<file path="src/rtl/seg_pkg.sv">
// seg_pkg: seven-segment patterns, digit index type and score limit for the scan driver
package seg_pkg;
    typedef logic [1:0] digit_t;
    localparam logic [6:0] SEG_BLANK = 7'h7F;
    localparam logic [6:0] SEG_DIGITS [10] = '{7'h40, 7'h79, 7'h24, 7'h30, 7'h19,
                                               7'h12, 7'h02, 7'h78, 7'h00, 7'h10};
    localparam logic [6:0] SCORE_MAX = 7'd99;
endpackage

</file>
<file path="src/rtl/seg_scan_driver_decoder.sv">
// seg_decoder: BCD digit to active-low {g,f,e,d,c,b,a}; blank flag or non-BCD input gives all segments off
module seg_decoder
    import seg_pkg::*;
(
    input  logic [3:0] bcd,
    input  logic       blank,
    output logic [6:0] pat
);
    assign pat = (blank || bcd > 4'd9) ? SEG_BLANK : SEG_DIGITS[bcd];
endmodule

</file>
<file path="src/rtl/seg_scan_driver.sv">
// seg_scan_driver: 4-digit multiplexed display of time (digits 1:0) and score (digits 3:2).
// Optional low-time blinking is enabled by defining SEG_BLINK_EN.
module seg_scan_driver
    import seg_pkg::*;
#(
    parameter int REFRESH_DIV = 100000
) (
    input  logic       clk,
    input  logic       rst,
    input  logic [4:0] time_value,
    input  logic       tick_1hz,
    input  logic [6:0] score,
    output logic [6:0] seg,
    output logic       dp,
    output logic [3:0] an
);
    localparam int CW = $clog2(REFRESH_DIV);
    logic [CW-1:0] cnt;
    digit_t        idx;
    logic [4:0]    time_sh;
    logic [6:0]    score_sh;
    logic [6:0]    score_sat;
    logic [3:0]    t_ones, t_tens, s_ones, s_tens, bcd;
    logic          slot_end, blink, blank;
    logic [6:0]    pat;
    assign slot_end  = cnt == CW'(REFRESH_DIV - 1);
    assign score_sat = score_sh > SCORE_MAX ? SCORE_MAX : score_sh;
    assign t_ones    = 4'(time_sh % 5'd10);
    assign t_tens    = 4'(time_sh / 5'd10);
    assign s_ones    = 4'(score_sat % 7'd10);
    assign s_tens    = 4'(score_sat / 7'd10);
    assign bcd       = idx == 2'd0 ? t_ones : idx == 2'd1 ? t_tens : idx == 2'd2 ? s_ones : s_tens;
    // Leading-zero suppression on tens digits, plus blinking of the time pair
    assign blank     = (idx == 2'd1 && t_tens == 4'd0) || (idx == 2'd3 && s_tens == 4'd0) ||
                       (blink && !idx[1]);
`ifdef SEG_BLINK_EN
    logic tick_q, blink_phase;
    always_ff @(posedge clk) begin
        if (rst) begin
            tick_q      <= 1'b0;
            blink_phase <= 1'b0;
        end else begin
            tick_q      <= tick_1hz;
            blink_phase <= blink_phase ^ (tick_1hz & ~tick_q);
        end
    end
    assign blink = blink_phase && time_sh >= 5'd1 && time_sh <= 5'd5;
`else
    logic unused_tick;
    assign unused_tick = tick_1hz;
    assign blink       = 1'b0;
`endif
    seg_decoder u_dec (.bcd(bcd), .blank(blank), .pat(pat));
    always_ff @(posedge clk) begin
        if (rst) begin
            cnt      <= '0;
            idx      <= 2'd0;
            time_sh  <= 5'd0;
            score_sh <= 7'd0;
            seg      <= SEG_BLANK;
            dp       <= 1'b1;
            an       <= 4'hF;
        end else begin
            cnt <= slot_end ? '0 : cnt + 1'b1;
            if (slot_end)
                idx <= idx + 1'b1;
            // New values enter only at a frame boundary so a frame never mixes old and new
            if (slot_end && idx == 2'd3) begin
                time_sh  <= time_value;
                score_sh <= score;
            end
            seg <= pat;
            dp  <= !(idx == 2'd2);
            an  <= blank ? 4'hF : ~(4'b0001 << idx);
        end
    end
endmodule

</file>
<file path="config.mk">
export PLATFORM = sky130hd
export DESIGN_NAME = seg_scan_driver
export DESIGN_NICKNAME = d
export VERILOG_FILES = /design/src/rtl/seg_pkg.sv /design/src/rtl/seg_scan_driver_decoder.sv /design/src/rtl/seg_scan_driver.sv
export SDC_FILE = /design/constraint.sdc
export NUM_CORES = 1
export LEC_CHECK = 0
export ABC_AREA = 1
export CORE_ASPECT_RATIO = 2
export CORE_MARGIN = 5
export CORE_UTILIZATION = 25
export CTS_CLUSTER_DIAMETER = 50
export CTS_CLUSTER_SIZE = 25
export DETAILED_ROUTE_END_ITERATION = 12
export GPL_ROUTABILITY_DRIVEN = 0
export GPL_TIMING_DRIVEN = 0
export MAX_ROUTING_LAYER = met4
export PLACE_DENSITY_LB_ADDON = 0.2
export SETUP_SLACK_MARGIN = 0.02
export SLEW_MARGIN = 20
export SYNTH_ARGS = -nofsm -noshare
export SYNTH_HDL_FRONTEND = slang
export SYNTH_SLANG_ARGS = --single-unit
</file>
<file path="constraint.sdc">
create_clock -name clk -period 3.99 [get_ports clk]
set_clock_uncertainty 0.2 [all_clocks]
set_input_delay 0.798 -clock clk [delete_from_list [all_inputs] [get_ports clk]]
set_output_delay 0.798 -clock clk [all_outputs]
set_load 0.1 [all_outputs]
</file>
== Word level (Yosys, flattened, before mapping) ==
Memory sizes are Yosys's and may differ from the RTL's. A register that Yosys moved wholly into a read port is not among the register bits.
Index checks and enable logic that the tools add are counted.
Word-level totals
  memories: 1
  ROM bits: 112
  latch bits: 0
  input bits: 15
  output and inout port bits: 12
  logic and storage cells: 38
  register bits after elaboration: 36
  bits in writable memories: 0
Cells by class
  $mul: 0
  divide/modulo/power cells: 4
  reduce and logical (&&, ||, !) cells: 12
  magnitude comparators: 2
  mux-type cells: 4
  bitwise logic cells: 2
  $add $sub $neg: 2
  shifts and indexed selects: 1
  equality and inequality tests: 4
Memories
  (no name shown): depth 16, bits a word 7, rd ports 1, clocked after memory_dff 1, wr ports 0, RTL line seg_scan_driver_decoder.sv:9  | assign pat = (blank || bcd > 4'd9) ? SEG_BLANK : SEG_DIGITS[bcd];
Operator list (count)
  $add 17x1->17 const B: 1
  $eq 17x17->1 const B: 1
  $mux 4: 3
  $logic_not 4->1: 2
  $div 7x4->7 const B: 1
  $gt 7x7->1 const B: 1
  $mod 7x4->7 const B: 1
  $mux 7: 1
  $reduce_or 2->1: 3
  $div 5x4->5 const B: 1
  $mod 5x4->5 const B: 1
  $not 4->5: 1
  $eq 2x2->1 const B: 2
  $gt 4x4->1 const B: 1
  $not 4->4: 1
  $shl 1x2->4 const A: 1
  $logic_and 1x1->1: 3
  $add 2x1->2 const B: 1
  $eq 2x1->1 const B: 1
  $logic_not 2->1: 1
  $logic_or 1x1->1: 2
  $logic_not 1->1: 1

== Longest topological paths before layout ==
  depth in word-level cells: 9
  mapped depth: 38
  mapped depth without buffers: 38

== Cells and area by module ==
A second synthesis with hierarchy kept.
Second synthesis, totals
  cells, all modules: 355
  area total of the unflattened synthesis: 2566.2 µm²
Modules (own cells, without submodules)
  seg_scan_driver: area each 2326.0 µm², sequential area each 860.8 µm², cells each 315, times used 1
  seg_decoder: area each 240.2 µm², sequential area each 0.0 µm², cells each 40, times used 1

== Least setup slack after synthesis ==
OpenSTA, ideal clock, no wires.
  path kind: flip-flop to flip-flop
  start point: register score_sh[5]
  end point: register seg[1]
  stages on the path, launching flop included: 35
  setup slack: 57 ps
  setup time: 58 ps
  clock period less this slack: 3933 ps
  arrival: 3675 ps
  buffers on the path: 0
  data required time: 3732 ps
  path through: dfxtp_1 nand2_2 nand2_2 inv_2 ha_1 o21ai_1 nand2_2 nand2_4 inv_1 ha_1 nor2_4 nand2_2 nand2_4 nand2_2 nand2_2 nand3_2 nand2_2 nand3_1 nand2_1 inv_1 ha_1 nand2_1 nand2_2 nand2_2 nand2_1 nand3_1 nand2_1 nand2_1 nand2_1 nand2_1 inv_1 ha_1 nand3b_1 or2_0 nand2_1
On the way
  word-level cells in the longest chain between the ends: 9
  elaborated cells on any way between the ends: 14
  classes of those cells: 2 x div; 2 x order compare; 4 x mux; 1 x bitwise; 5 x reduce/logical
Ends and longest elaborated chain
  start: declaration: RTL line seg_scan_driver.sv:21  | logic [6:0] score_sh;
  start signal: assignment: RTL line seg_scan_driver.sv:70  | score_sh <= score;
  $gt 7x7->1: RTL line seg_scan_driver.sv:27  | assign score_sat = score_sh > SCORE_MAX ? SCORE_MAX : score_sh;
  $mux 7 (*): RTL line seg_scan_driver.sv:27
  $div 7x4->7 / $mod 7x4->7 (equally long branches): RTL line seg_scan_driver.sv:31, seg_scan_driver.sv:30
  $mux 4 (3 in a row): RTL line seg_scan_driver.sv:32  | assign bcd = idx == 2'd0 ? t_ones : idx == 2'd1 ? t_tens : idx == 2'd2 ? s_ones : s_tens;
  $gt 4x4->1: RTL line seg_scan_driver_decoder.sv:9
  $logic_or 1x1->1: RTL line seg_scan_driver_decoder.sv:9
  $reduce_or 2->1 (no line)
  end: declaration: RTL line seg_scan_driver.sv:13  | output logic [6:0] seg,
Mark *: on every way between the ends. The rest lies on a longest branch, timed or not.
A chain may end at the register's enable or synchronous reset.

== Final worst setup path ==
  start point: register score_sh[6]
  end point: register seg[1]
Same word-level chain as after synthesis.

==> flow_metrics.env <==
export IMPL_ys_seq_area_share_pct=34.1
export IMPL_area_growth_pct=37.2
export IMPL_async_flop_share_pct=0
export IMPL_rr_worst_depth=36
export IMPL_holdBufCountCts=0
export IMPL_overflow=0
export IMPL_cp_max_fo=4
export IMPL_cts_sinks=43
export IMPL_placed_cells=530
export IMPL_vias=2435
export IMPL_fin_crit_sh_pct=95.2
export IMPL_drt_wl_total_mm=6.60
export IMPL_initial_core_util_pct=25.2
export IMPL_crit_arrival_ns=3.83
export IMPL_antenna_found_initial=0
export IMPL_cts_root_buf="clkbuf_16"
export IMPL_routedWlPerCell_um=11.8
export IMPL_hold_depth=1
export IMPL_fillers=1109
export IMPL_std_cell_rows=52
export IMPL_ys_ff_latch=43
export IMPL_dieArea_um2=12300
export IMPL_tns_ns=0
export IMPL_cts_reportedPaths_clkPinSlew_ns=0.06
export IMPL_grt_pass1_vias=2423
export IMPL_p_leak_nw=1.50
export IMPL_dp_slack_ns=-0.453
export IMPL_hold_viol=0
export IMPL_setup_viol=0
export IMPL_total_power_w=0.000978
export IMPL_cts_htree_levels=2
export IMPL_num_io_pins=27
export IMPL_clockBufferDepth=2
export IMPL_drv_cap=0
export IMPL_synth_distinct_cells=32
export IMPL_ant_nets=0
export IMPL_synth_warnings=0
export IMPL_grt_pass1_wl_mm=10.5
export IMPL_report_final_slew_viol_count=0
export IMPL_utilization_pct=34.6
export IMPL_drive_gt1_share_pct=21.8
export IMPL_path_class="register to register"
export IMPL_dr_pass1_iters=4
export IMPL_worst_pin_slew_ns=0.967
export IMPL_cpMostUsedCell="nand2_4"
export IMPL_synth_edff_count=0
export IMPL_synth_cells=370
export IMPL_endpoint_kind="register"
export IMPL_netlist_area_um2=2530
export IMPL_drt_initial_drc_count=94
export IMPL_worstSkewPairLatency_ns=0.28
export IMPL_max_freq_mhz=263
export IMPL_status="completed"
export IMPL_diodes=0
export IMPL_cts_tree="built"
export IMPL_crit_path_max_incr_delay_ns=0.36
export IMPL_die_w_um=81.1
export IMPL_hold_path_class="register to register"
export IMPL_syn_nets=400
export IMPL_setup_slack_ns=0.193
export IMPL_start_kind="register"
export IMPL_dp_hpwl_mm=5.04
export IMPL_worstPathRequired_ns=4.02
export IMPL_cts_buffers=5
export IMPL_slew_headroom_pct=35.4
export IMPL_track_usage_pct=11.3
export IMPL_powerDensity_nw_per_um2=282
export IMPL_period_needed_ns=3.80
export IMPL_syn_area_per_cell_um2=6.83
export IMPL_drc=0
export IMPL_slowest_stage="dfxtp_4"
export IMPL_ir_worst_vdd_mv=0.216
export IMPL_synth_main_ff_cell="dfxtp_1"
export IMPL_fin_nets=455
export IMPL_portBuffers=25
export IMPL_die_y_um=152
export IMPL_routed_via_density=4.34
export IMPL_final_cells=561
export IMPL_grt_max_degree=14
export IMPL_core_um2=10000
path summary, 6_finish.rpt:
path	start	to	slack, ns
setup / recovery	score_sh[6]$_SDFFE_PP0P_	seg[1]$_SDFF_PP1_	0.19
hold / removal	cnt[0]$_SDFF_PP0_	cnt[0]$_SDFF_PP0_	0.25
setup reg to reg	score_sh[6]$_SDFFE_PP0P_	seg[1]$_SDFF_PP1_	0.19
hold reg to reg	cnt[0]$_SDFF_PP0_	cnt[0]$_SDFF_PP0_	0.25
cells in the mapped netlist, types with 3 or more instances:
library cell  number  area [um^2]
a21oi_1           14         70.1
clkbuf_1           5         18.8
dfxtp_1           43          861
ha_1              15          188
inv_1             58          218
inv_2              5         18.8
nand2_1           76          285
nand2_2           12         75.1
nand2_4            6         67.6
nand3_1           25          125
nand4_1            5         31.3
nor2_1            36          135
nor2_2             3         18.8
nor3_1            31          155
o211ai_1           4         30.0
o21ai_0            8         40.0
o21ai_1            3         15.0
xor2_1             3         26.3
per-layer routing:
layer / vias to the layer above / track usage [%] / wire, um
met1: 1101 / 9.01 / 2190
met4: 0 / 4.75 / 222
met5: - / - / 0
met3: 16 / 2.19 / 137
met2: 30 / 22.8 / 4040
li1: 1288 / - / -
worst max-delay path: cells and delay by family (launching register included):
family | cells | cell delay (ns)
flip-flops | 1 | 0.36
AND/OR/NAND/NOR | 28 | 2.27
adder cells (fa/ha/maj) | 4 | 0.69
buffers and inverters | 4 | 0.24
where the power goes:
part,internal (W),leakage [nW],total (W),switching [W]
registers,0.000434,0.352,0.000437,0.00000236
clock network,0.000311,0.0868,0.000477,0.000166
logic,0.0000217,1.06,0.0000648,0.0000431
final cells by class:
type	instances	area [um^2]	area share (%)
Inverter	63	239	6.89
Multi-Input combinational cell	258	1570	45.3
Tap cell	135	169	4.87
Buffer	6	23.8	0.686
Timing Repair Buffer	48	423	12.2
Sequential cell	43	870	25.1
Clock buffer	6	139	4.01
Clock inverter	2	35.0	1.01
registers in the layout, indices dropped and copies added, names as in the netlist:
name,flops
cnt,17
seg,7
an,4
dp,1
time_sh,5
score_sh,7
idx,2
stage by stage:
stage	hold WS, ns	area, um^2
finish	0.246	3470
CTS	0.250	3280
floorplan	0.218	2530
global placement	0.228	2950
global route	0.281	3470
detailed placement	0.236	2950
kinds of logic (layout without fill, tap and decap cells):
family / after synthesis / after routing / share of synthesized area [%]
flops: 43 / 43 / 34.1
simple gates: 204 / 204 / 38.6
fa+ha+maj: 15 / 15 / 7.43
compound gates: 35 / 35 / 8.22
xor+xnor: 4 / 4 / 1.39
buf+inv: 69 / 125 / 10.3
repair_timing:
item / in CTS / in global routing
setup buffers: 13 / 10
setup endpoints to repair: 7 / 7
pin swaps: 10 / 19
gates resized for setup: 21 / 27
gates cloned: 0 / 0
layout by cell type (no fill, tap or decap), types with 4 or more instances in the layout:
master / netlist / layout
clkdlybuf4s50_1: 0 / 25
nand2_1: 76 / 65
nor2_2: 3 / 5
nand3_1: 25 / 22
inv_2: 5 / 9
nand4_1: 5 / 5
nand3_2: 2 / 4
inv_1: 58 / 53
o21ai_0: 8 / 8
clkbuf_16: 0 / 5
ha_1: 15 / 10
nor2_1: 36 / 34
nor3_1: 31 / 31
nand2_2: 12 / 14
dfxtp_1: 43 / 40
o211ai_1: 4 / 4
buf_4: 0 / 23
nand2_4: 6 / 15
ha_4: 0 / 4
clkbuf_1: 5 / 5
a21oi_1: 14 / 14
Note: power is estimated with default switching activity, not from simulation.
